==> src/rtl/video_timing_pkg.sv <==
// video_timing_pkg: shared 1280x720p60 raster timing constants
package video_timing_pkg;
   localparam int ACTIVE_H = 1280;
   localparam int H_FP     = 110;
   localparam int H_SYNC   = 40;
   localparam int H_BP     = 220;
   localparam int ACTIVE_V = 720;
   localparam int V_FP     = 5;
   localparam int V_SYNC   = 5;
   localparam int V_BP     = 20;
   localparam int H_TOTAL  = ACTIVE_H + H_FP + H_SYNC + H_BP;
   localparam int V_TOTAL  = ACTIVE_V + V_FP + V_SYNC + V_BP;
endpackage

==> src/rtl/video_sig_gen_wrap_counter.sv <==
// wrap_counter: modulo-MAX counter with carry-out on wrap
module wrap_counter #(
   parameter  int MAX = 4,
   localparam int W   = (MAX > 1) ? $clog2(MAX) : 1
) (
   input  logic         i_clk,
   input  logic         i_rst_n,
   input  logic         i_inc,
   output logic [W-1:0] o_count,
   output logic         o_wrap
);
   localparam logic [W-1:0] LAST = W'(MAX - 1);
   logic [W-1:0] count_q, count_d;
   // out-of-range values fall back to 0 regardless of i_inc
   always_comb begin
      o_wrap  = i_inc && count_q == LAST;
      count_d = count_q > LAST ? '0 : !i_inc ? count_q : o_wrap ? '0 : count_q + 1'b1;
   end
   // count register
   always_ff @(posedge i_clk or negedge i_rst_n)
      if (!i_rst_n) count_q <= '0;
      else          count_q <= count_d;
   assign o_count = count_q;
endmodule

==> src/rtl/video_sig_gen.sv <==
// video_sig_gen: raster timing generator (coordinates, syncs, active, frame strobe/count)
module video_sig_gen #(
   parameter  int ACTIVE_H = video_timing_pkg::ACTIVE_H,
   parameter  int H_FP     = video_timing_pkg::H_FP,
   parameter  int H_SYNC   = video_timing_pkg::H_SYNC,
   parameter  int H_BP     = video_timing_pkg::H_BP,
   parameter  int ACTIVE_V = video_timing_pkg::ACTIVE_V,
   parameter  int V_FP     = video_timing_pkg::V_FP,
   parameter  int V_SYNC   = video_timing_pkg::V_SYNC,
   parameter  int V_BP     = video_timing_pkg::V_BP,
   parameter  int FC_WIDTH = 6,
   localparam int H_TOTAL  = ACTIVE_H + H_FP + H_SYNC + H_BP,
   localparam int V_TOTAL  = ACTIVE_V + V_FP + V_SYNC + V_BP,
   localparam int HW       = $clog2(H_TOTAL),
   localparam int VW       = $clog2(V_TOTAL)
) (
   input  logic                i_clk,
   input  logic                i_rst_n,
   output logic [HW-1:0]       o_hcount,
   output logic [VW-1:0]       o_vcount,
   output logic                o_hsync,
   output logic                o_vsync,
   output logic                o_active_draw,
   output logic                o_new_frame,
   output logic [FC_WIDTH-1:0] o_frame_count
);
   // counters run one pixel ahead; every output is registered from them together
   logic [HW-1:0] h_cnt, hcount_q, hcount_d;
   logic [VW-1:0] v_cnt, vcount_q, vcount_d;
   logic h_wrap, v_wrap;
   logic hsync_q, hsync_d, vsync_q, vsync_d, active_q, active_d, new_frame_q, new_frame_d;
   logic [FC_WIDTH-1:0] fc_q, fc_d;

   wrap_counter #(.MAX(H_TOTAL)) u_h (
      .i_clk(i_clk), .i_rst_n(i_rst_n), .i_inc(1'b1), .o_count(h_cnt), .o_wrap(h_wrap)
   );
   wrap_counter #(.MAX(V_TOTAL)) u_v (
      .i_clk(i_clk), .i_rst_n(i_rst_n), .i_inc(h_wrap), .o_count(v_cnt), .o_wrap(v_wrap)
   );

   // decode the upcoming position into its timing flags
   always_comb begin
      hcount_d    = h_cnt;
      vcount_d    = v_cnt;
      active_d    = 32'(h_cnt) < ACTIVE_H && 32'(v_cnt) < ACTIVE_V;
      hsync_d     = 32'(h_cnt) >= ACTIVE_H + H_FP && 32'(h_cnt) < ACTIVE_H + H_FP + H_SYNC;
      vsync_d     = 32'(v_cnt) >= ACTIVE_V + V_FP && 32'(v_cnt) < ACTIVE_V + V_FP + V_SYNC;
      new_frame_d = 32'(h_cnt) == ACTIVE_H && 32'(v_cnt) == ACTIVE_V;
      fc_d        = fc_q + FC_WIDTH'(new_frame_d);
   end

   // output registers, all updated on the same edge
   always_ff @(posedge i_clk or negedge i_rst_n)
      if (!i_rst_n) begin
         hcount_q    <= '0;
         vcount_q    <= '0;
         hsync_q     <= 1'b0;
         vsync_q     <= 1'b0;
         active_q    <= 1'b0;
         new_frame_q <= 1'b0;
         fc_q        <= '0;
      end else begin
         hcount_q    <= hcount_d;
         vcount_q    <= vcount_d;
         hsync_q     <= hsync_d;
         vsync_q     <= vsync_d;
         active_q    <= active_d;
         new_frame_q <= new_frame_d;
         fc_q        <= fc_d;
      end

   a_v_wrap_on_h_wrap: assert property (@(posedge i_clk) disable iff (!i_rst_n) v_wrap |-> h_wrap);

   assign o_hcount      = hcount_q;
   assign o_vcount      = vcount_q;
   assign o_hsync       = hsync_q;
   assign o_vsync       = vsync_q;
   assign o_active_draw = active_q;
   assign o_new_frame   = new_frame_q;
   assign o_frame_count = fc_q;
endmodule
==> config.mk <==
export PLATFORM = sky130hd
export DESIGN_NAME = video_sig_gen
export DESIGN_NICKNAME = d
export VERILOG_FILES = /design/src/rtl/video_timing_pkg.sv /design/src/rtl/video_sig_gen_wrap_counter.sv /design/src/rtl/video_sig_gen.sv
export SDC_FILE = /design/constraint.sdc
export NUM_CORES = 1
export LEC_CHECK = 0
export CAP_MARGIN = 20
export CORE_AREA = 2 2 69 71
export CTS_CLUSTER_DIAMETER = 100
export CTS_CLUSTER_SIZE = 14
export DETAILED_ROUTE_END_ITERATION = 10
export DIE_AREA = 0 0 71 73
export HOLD_SLACK_MARGIN = 0.06
export PLACE_DENSITY = 0.8
export SLEW_MARGIN = 20
export SYNTH_ARGS = -nofsm -noshare
export SYNTH_HDL_FRONTEND = slang
export SYNTH_SLANG_ARGS = --single-unit
==> constraint.sdc <==
create_clock -name i_clk -period 2.82 [get_ports i_clk]
set_clock_uncertainty 0.15 [all_clocks]
set_input_delay 0.282 -clock i_clk [delete_from_list [all_inputs] [get_ports i_clk]]
set_output_delay 0.282 -clock i_clk [all_outputs]
set_load 0.005 [all_outputs]
# After elaboration in Yosys (flattened, before gate mapping)
# Index checks and enable logic that the tools add are counted.
# totals
out_inout_bits	31
ff_bits	52
word_cells	35
# op_classes
n_lt_le_gt_ge	8
n_reduce_logical	6
n_eq_ne	4
muxes	5
n_addsub	3
# op_table
cell	count
10-bit 2-to-1 mux	3
11-bit == test, second input constant	2
11-bit less-than comparator, second input constant	2
11-bit 2-to-1 mux	2
10-bit == test, second input constant	2
10-bit less-than comparator, second input constant	2
11-bit by 1-bit adder with 11-bit output, second input constant	1
11-bit >= comparator, second input constant	1
11-bit greater-than comparator, second input constant	1
10-bit by 1-bit adder with 10-bit output, second input constant	1
10-bit >= comparator, second input constant	1
10-bit greater-than comparator, second input constant	1
6-bit by 1-bit adder with 6-bit output	1
1-bit logical AND	5
2-bit nonzero test	1

# Depth between registers and ports, before layout
# depth
depth_word	5
ltp_mapped	8
ltp_nobuf	8

# By module
# From an unflattened synthesis, not the netlist that was laid out.
# unflattened
hier_cells	216
area_unflattened_um2	2344.7
# modules_own_cells
module	area_per_inst_um2	cells_each	n_inst	seq_area_each_um2
video_sig_gen	1013.5	64	1	775.7
wrap_counter (u_h)	691.9	77	1	275.3
wrap_counter (u_v)	639.4	75	1	250.2

# Least setup slack after synthesis
# Ideal clock, no wire load.
# synth_timing
path_type	flip-flop to flip-flop
start	register u_v.count_q[0], in the netlist u_v.o_count[0]
end	register u_v.count_q[2], in the netlist u_v.o_count[2]
slack_ns	0.832
setup_ns	0.121
t_arrival_ns	1.717
path_stages_with_launch	8
required_time_ns	2.549
n_path_buf	0
period_less_slack_ns	1.988
path_cell_list	dfrtp_1 inv_1 ha_1 or4bb_1 a21oi_1 nor3_1 o21bai_1 a22o_2
# synth_via
elab_chain_cells	5
word_cells_on_any_way	8
classes_between	add/sub (1); order compare (1); eq/ne (1); mux (3); reduce/logical (2)
# synth_lines
item	line_no	text
from (decl)	video_sig_gen_wrap_counter.sv:13	logic [W-1:0] count_q, count_d;
from (signal assigned)	video_sig_gen_wrap_counter.sv:22	else count_q <= count_d;
branches (longest 5 deep; another with 10-bit by 1-bit adder with 10-bit output)	--	
# Parallel ways; which one is timed is not known. The select of a mux whose other input is x is not followed.
# A chain may end at the register's enable or synchronous reset.

# Final worst setup path
# layout_timing
start	register u_v.count_q[6], in the netlist u_v.o_count[6]
end	register fc_q[5], in the netlist o_frame_count[5]
# layout_via
elab_chain_cells	3
# layout_lines
item	line_no	text
10-bit == test	video_sig_gen.sv:48	new_frame_d = 32'(h_cnt) == ACTIVE_H && 32'(v_cnt) == ACTIVE_V;
1-bit logical AND	video_sig_gen.sv:48	
named net new_frame_d	video_sig_gen.sv:31	logic hsync_q, hsync_d, vsync_q, vsync_d, active_q, active_d, new_frame_q, new_frame_d;
6-bit by 1-bit adder with 6-bit output	video_sig_gen.sv:49	fc_d = fc_q + FC_WIDTH'(new_frame_d);
named net fc_d[5]	video_sig_gen.sv:32	logic [FC_WIDTH-1:0] fc_q, fc_d;
to (signal assigned)	video_sig_gen.sv:61	fc_q <= '0;
to (signal assigned)	video_sig_gen.sv:69	fc_q <= fc_d;
to (decl)	video_sig_gen.sv:32	
# The timed path passes the listed nets, and every way through them passes these cells.

==> metrics.txt <==
# TYPE chip_impl_metric gauge
chip_impl_metric{name="vias",unit=""} 1537
chip_impl_metric{name="dr.first_iter.drc_count",unit=""} 184
chip_impl_info{name="run_status",value="complete, no violations"} 1
chip_impl_metric{name="syn_nets",unit=""} 205
chip_impl_metric{name="synthCells",unit=""} 195
chip_impl_metric{name="tritoncts_num_sinks",unit=""} 52
chip_impl_metric{name="coreArea",unit="um^2"} 4540
chip_impl_info{name="mostFrequentLayoutCell",value="dfrtp_1"} 1
chip_impl_metric{name="first_pass_grt_wire_length",unit="um"} 6520
chip_impl_info{name="criticalPathCategory",value="flip-flop to flip-flop"} 1
chip_impl_metric{name="placementRows",unit=""} 25
chip_impl_metric{name="fin_setup_tns",unit="ns"} 0
chip_impl_metric{name="num-nets-final",unit=""} 239
chip_impl_metric{name="p_leak",unit="nW"} 1.24
chip_impl_metric{name="detail_route.wirelength",unit="um"} 3850
chip_impl_info{name="synth_top_family_by_area",value="simple AND/OR/NAND/NOR gates"} 1
chip_impl_metric{name="io_buffer_count",unit=""} 32
chip_impl_metric{name="cts-htree-levels",unit=""} 2
chip_impl_info{name="critical_path.cell_chain",value="nand2_1 > nor2_1 > nand4b_1 > nor4_1 > ha_1 > and3_1 > nand3_1 > xnor2_1"} 1
chip_impl_metric{name="ys.warnings.count",unit=""} 0
chip_impl_metric{name="antennaDiodeCount",unit=""} 0
chip_impl_info{name="kind_of_path_behind_the_tightest_hold_check",value="primary input to async pin"} 1
chip_impl_metric{name="xor_xnor_share_of_the_synthesized_area",unit=""} 0.0476
chip_impl_metric{name="slew_violations",unit=""} 0
chip_impl_metric{name="final_setup_fails",unit=""} 0
chip_impl_info{name="timing.critical_path.max_delay_family",value="simple AND/OR/NAND/NOR gates"} 1
chip_impl_metric{name="synthMuxAreaShare",unit=""} 0.00510
chip_impl_metric{name="antenna_left",unit=""} 0
chip_impl_metric{name="critical_path.n_buffers_inverters",unit=""} 0
chip_impl_metric{name="whs",unit="ns"} 0.298
chip_impl_metric{name="timing.final.crit_share",unit=""} 0.862
chip_impl_metric{name="yosys_register_bits",unit=""} 52
chip_impl_metric{name="place_worst_setup_slack",unit="ns"} 0.443
chip_impl_metric{name="grt_start_max_net_pins",unit=""} 33
chip_impl_metric{name="firstDrtPassIters",unit=""} 4
chip_impl_metric{name="synth_simple_gate_area_share",unit=""} 0.177
chip_impl_metric{name="area_delta_synth_final",unit="%"} 20.0
chip_impl_metric{name="hpwl",unit="um"} 2700
chip_impl_metric{name="die-area",unit="um^2"} 5180
chip_impl_metric{name="detail_route.vias_per_cell",unit=""} 5.41
chip_impl_metric{name="cts.clk_slew.worst_paths",unit="ns"} 0.09
chip_impl_info{name="worstSetupStartpointType",value="flip-flop"} 1
chip_impl_metric{name="max-cap-violations",unit=""} 0
chip_impl_metric{name="fmax",unit="GHz"} 0.412
chip_impl_metric{name="synth_cell_type_count",unit=""} 40
chip_impl_metric{name="wire_per_inst",unit="um"} 13.5
chip_impl_metric{name="worstPathMaxFanout",unit=""} 8
chip_impl_metric{name="global_route.usage.total",unit=""} 0.165
chip_impl_metric{name="nFillCells",unit=""} 357
chip_impl_info{name="worst_path_max_delay_cell",value="nor4_1"} 1
chip_impl_info{name="biggest_area_consumer_among_synthesized_cells",value="dfrtp_1"} 1
chip_impl_metric{name="die-width",unit="um"} 71
chip_impl_metric{name="finish.utilization",unit=""} 0.584
chip_impl_metric{name="drc",unit=""} 0
chip_impl_info{name="grt_setup_unrepaired",value="no"} 1
chip_impl_metric{name="finalHoldViolations",unit=""} 0
chip_impl_metric{name="grt_antenna_before_repair",unit=""} 0
chip_impl_metric{name="postCtsSetupBuffers",unit=""} 0
chip_impl_info{name="worst_setup_path_end_kind",value="flip-flop"} 1
chip_impl_metric{name="clk-insertion-delay-late",unit="ns"} 0.30
chip_impl_metric{name="synth_sequential_area_ratio",unit=""} 0.590
chip_impl_info{name="cts_root_buffer",value="clkbuf_8"} 1
chip_impl_metric{name="io_pins",unit=""} 33
chip_impl_metric{name="synth_compound_area_frac",unit=""} 0.0981
chip_impl_metric{name="gpl.final_weighted_congestion",unit=""} 0.931
chip_impl_metric{name="final_critical_path_setup_slack",unit="ns"} 0.390
chip_impl_metric{name="vdd_ir_drop_max",unit="mV"} 0.207
chip_impl_info{name="tritoncts",value="done"} 1
chip_impl_metric{name="yosys.area.top_type_share",unit=""} 0.590
chip_impl_metric{name="initial_util",unit=""} 0.487
chip_impl_metric{name="syn_avg_cell_area",unit="um^2"} 11.3
chip_impl_metric{name="grt_pass1_vias",unit=""} 1362
chip_impl_metric{name="final.min_clock_period",unit="ns"} 2.43
chip_impl_metric{name="fp.dieH",unit="um"} 73
chip_impl_metric{name="worst_ep_arrival_time",unit="ns"} 2.48
chip_impl_metric{name="overflow",unit=""} 0
chip_impl_metric{name="areal_power_density_over_the_cells",unit="nW/um^2"} 449
chip_impl_metric{name="netlist_area",unit="um^2"} 2210
chip_impl_metric{name="slew-limit-headroom",unit=""} 0.594
chip_impl_info{name="most_frequent_cells_in_the_layout",value="dfrtp_1 (52), clkdlybuf4s50_1 (31), nor2_1 (28), a21oi_1 (12), nand2_1 (10)"} 1
chip_impl_metric{name="cts_buffers",unit=""} 5
chip_impl_info{name="ys_top_cells_by_area",value="dfrtp_1 (59%), nor2_1 (4.8%), ha_1 (4.5%)"} 1
chip_impl_metric{name="crit_path_max_incr_delay",unit="ns"} 0.54
chip_impl_metric{name="cp_data_required_time",unit="ns"} 2.87
chip_impl_metric{name="drive_gt1_frac",unit=""} 0.0826
chip_impl_metric{name="worst-slew-pin-transition",unit="ns"} 0.603
chip_impl_metric{name="synth_fa_ha_area_frac",unit=""} 0.0454
chip_impl_metric{name="clockBufferDepth",unit=""} 2
[Yosys cell counts]
library cell  count
dfrtp_1          52
nor2_1           28
a21oi_1          12
nand2_1          10
xnor2_1           9
ha_1              8
inv_1             8
nand3_1           8
nor3_1            6
o21ai_0           5
a31oi_1           4
and3_1            4
buf_6             3
nand4_1           3
nor4_1            3
o21a_1            3
xor2_1            3
and2_1            2
clkbuf_2          2
nor2b_1           2
a221o_2           1
a221oi_1          1
a22o_2            1
and3_2            1
and4_1            1
and4_2            1
buf_2             1
clkbuf_1          1
mux2_2            1
nand3b_1          1
nand4b_1          1
nor3_4            1
o211a_1           1
o211a_4           1
o21bai_1          1
o311a_2           1
o31ai_1           1
or2b_2            1
or4_4             1
or4bb_1           1
[registers in the layout, indices dropped and copies added (netlist names)]
register and flops:
o_hcount 11, u_h.o_count 11, o_vcount 10, u_v.o_count 10, o_frame_count 6, o_active_draw 1
o_hsync 1, o_new_frame 1, o_vsync 1
[per-layer routing]
metal | routed length (um) | part of all wire | GRT usage | vias up
met5 | 0 | 0 | 0 | -
met4 | 92 | 0.024 | 0.0818 | 0
met3 | 174 | 0.045 | 0.0456 | 9
met2 | 1820 | 0.47 | 0.242 | 47
met1 | 1760 | 0.46 | 0.228 | 740
li1 | - | - | - | 741
[worst paths after layout]
kind	startpoint	end	slack (ns)	depth (start not counted)
max	u_v.o_count[6]$_DFFE_PN0P_	o_frame_count[5]$_DFF_PN0_	0.39	8
min	i_rst_n	o_hcount[10]$_DFF_PN0_	0.30	2
min reg2reg	u_v.o_count[1]$_DFFE_PN0P_	o_vcount[1]$_DFF_PN0_	0.32	0
max in group asynchronous	i_rst_n	o_hsync$_DFF_PN0_	1.47	3
max reg2reg	u_v.o_count[6]$_DFFE_PN0P_	o_frame_count[5]$_DFF_PN0_	0.39	8
min in group i_clk	u_v.o_count[1]$_DFFE_PN0P_	o_vcount[1]$_DFF_PN0_	0.32	0
[repair_timing]
item,CTS,global route
hold endpoints to repair,20,0
gates resized for setup,0,0
setup endpoints to repair,0,0
hold buffers,1,0
[kinds of logic after synthesis]
| kind of cell | count (synthesis) |
|---|---|
| AND/OR/NAND/NOR | 75 |
| adder cells (fa/ha/maj) | 8 |
| AO/OA/AOI/OAI | 32 |
| flip-flops | 52 |
| multiplexers | 1 |
| XOR/XNOR | 12 |
| buffers and inverters | 15 |
[power by group]
| group | leakage, nW | switching, W | internal (W) |
|---|---|---|---|
| Combinational | 0.493 | 0.0000138 | 0.00000228 |
| Sequential | 0.697 | 0 | 0.000745 |
| Clock | 0.0445 | 0.000228 | 0.000199 |
| Total | 1.24 | 0.000242 | 0.000947 |
[worst register-to-register path, stage by stage (launching register included)]
cell and delay [ns]:
dfrtp_1 0.47, nand2_1 0.15, nor2_1 0.12, nand4b_1 0.20
nor4_1 0.54, ha_1 0.27, and3_1 0.19, nand3_1 0.10
xnor2_1 0.13
[layout make-up]
class | instances | area (um^2) | area share
clock inverters | 1 | 7.51 | 0.00283
flip-flops and latches | 52 | 1300 | 0.491
inverters | 8 | 30.0 | 0.0113
multi-input cells | 128 | 823 | 0.311
well taps | 54 | 67.6 | 0.0255
repair buffers | 34 | 333 | 0.126
clock buffers | 7 | 86.3 | 0.0326
[metrics by stage]
| step | cells | total power, W | instance area, um^2 |
|---|---|---|---|
| 2_1_floorplan | 195 | 0.000760 | 2210 |
| 3_3_place_gp | 275 | 0.000776 | 2540 |
| 3_5_place_dp | 275 | 0.000776 | 2540 |
| 4_1_cts | 284 | 0.00121 | 2650 |
| 5_1_grt | 284 | 0.00124 | 2650 |
| 6_report | 284 | 0.00119 | 2650 |
Power figures use the tool's default switching activity.
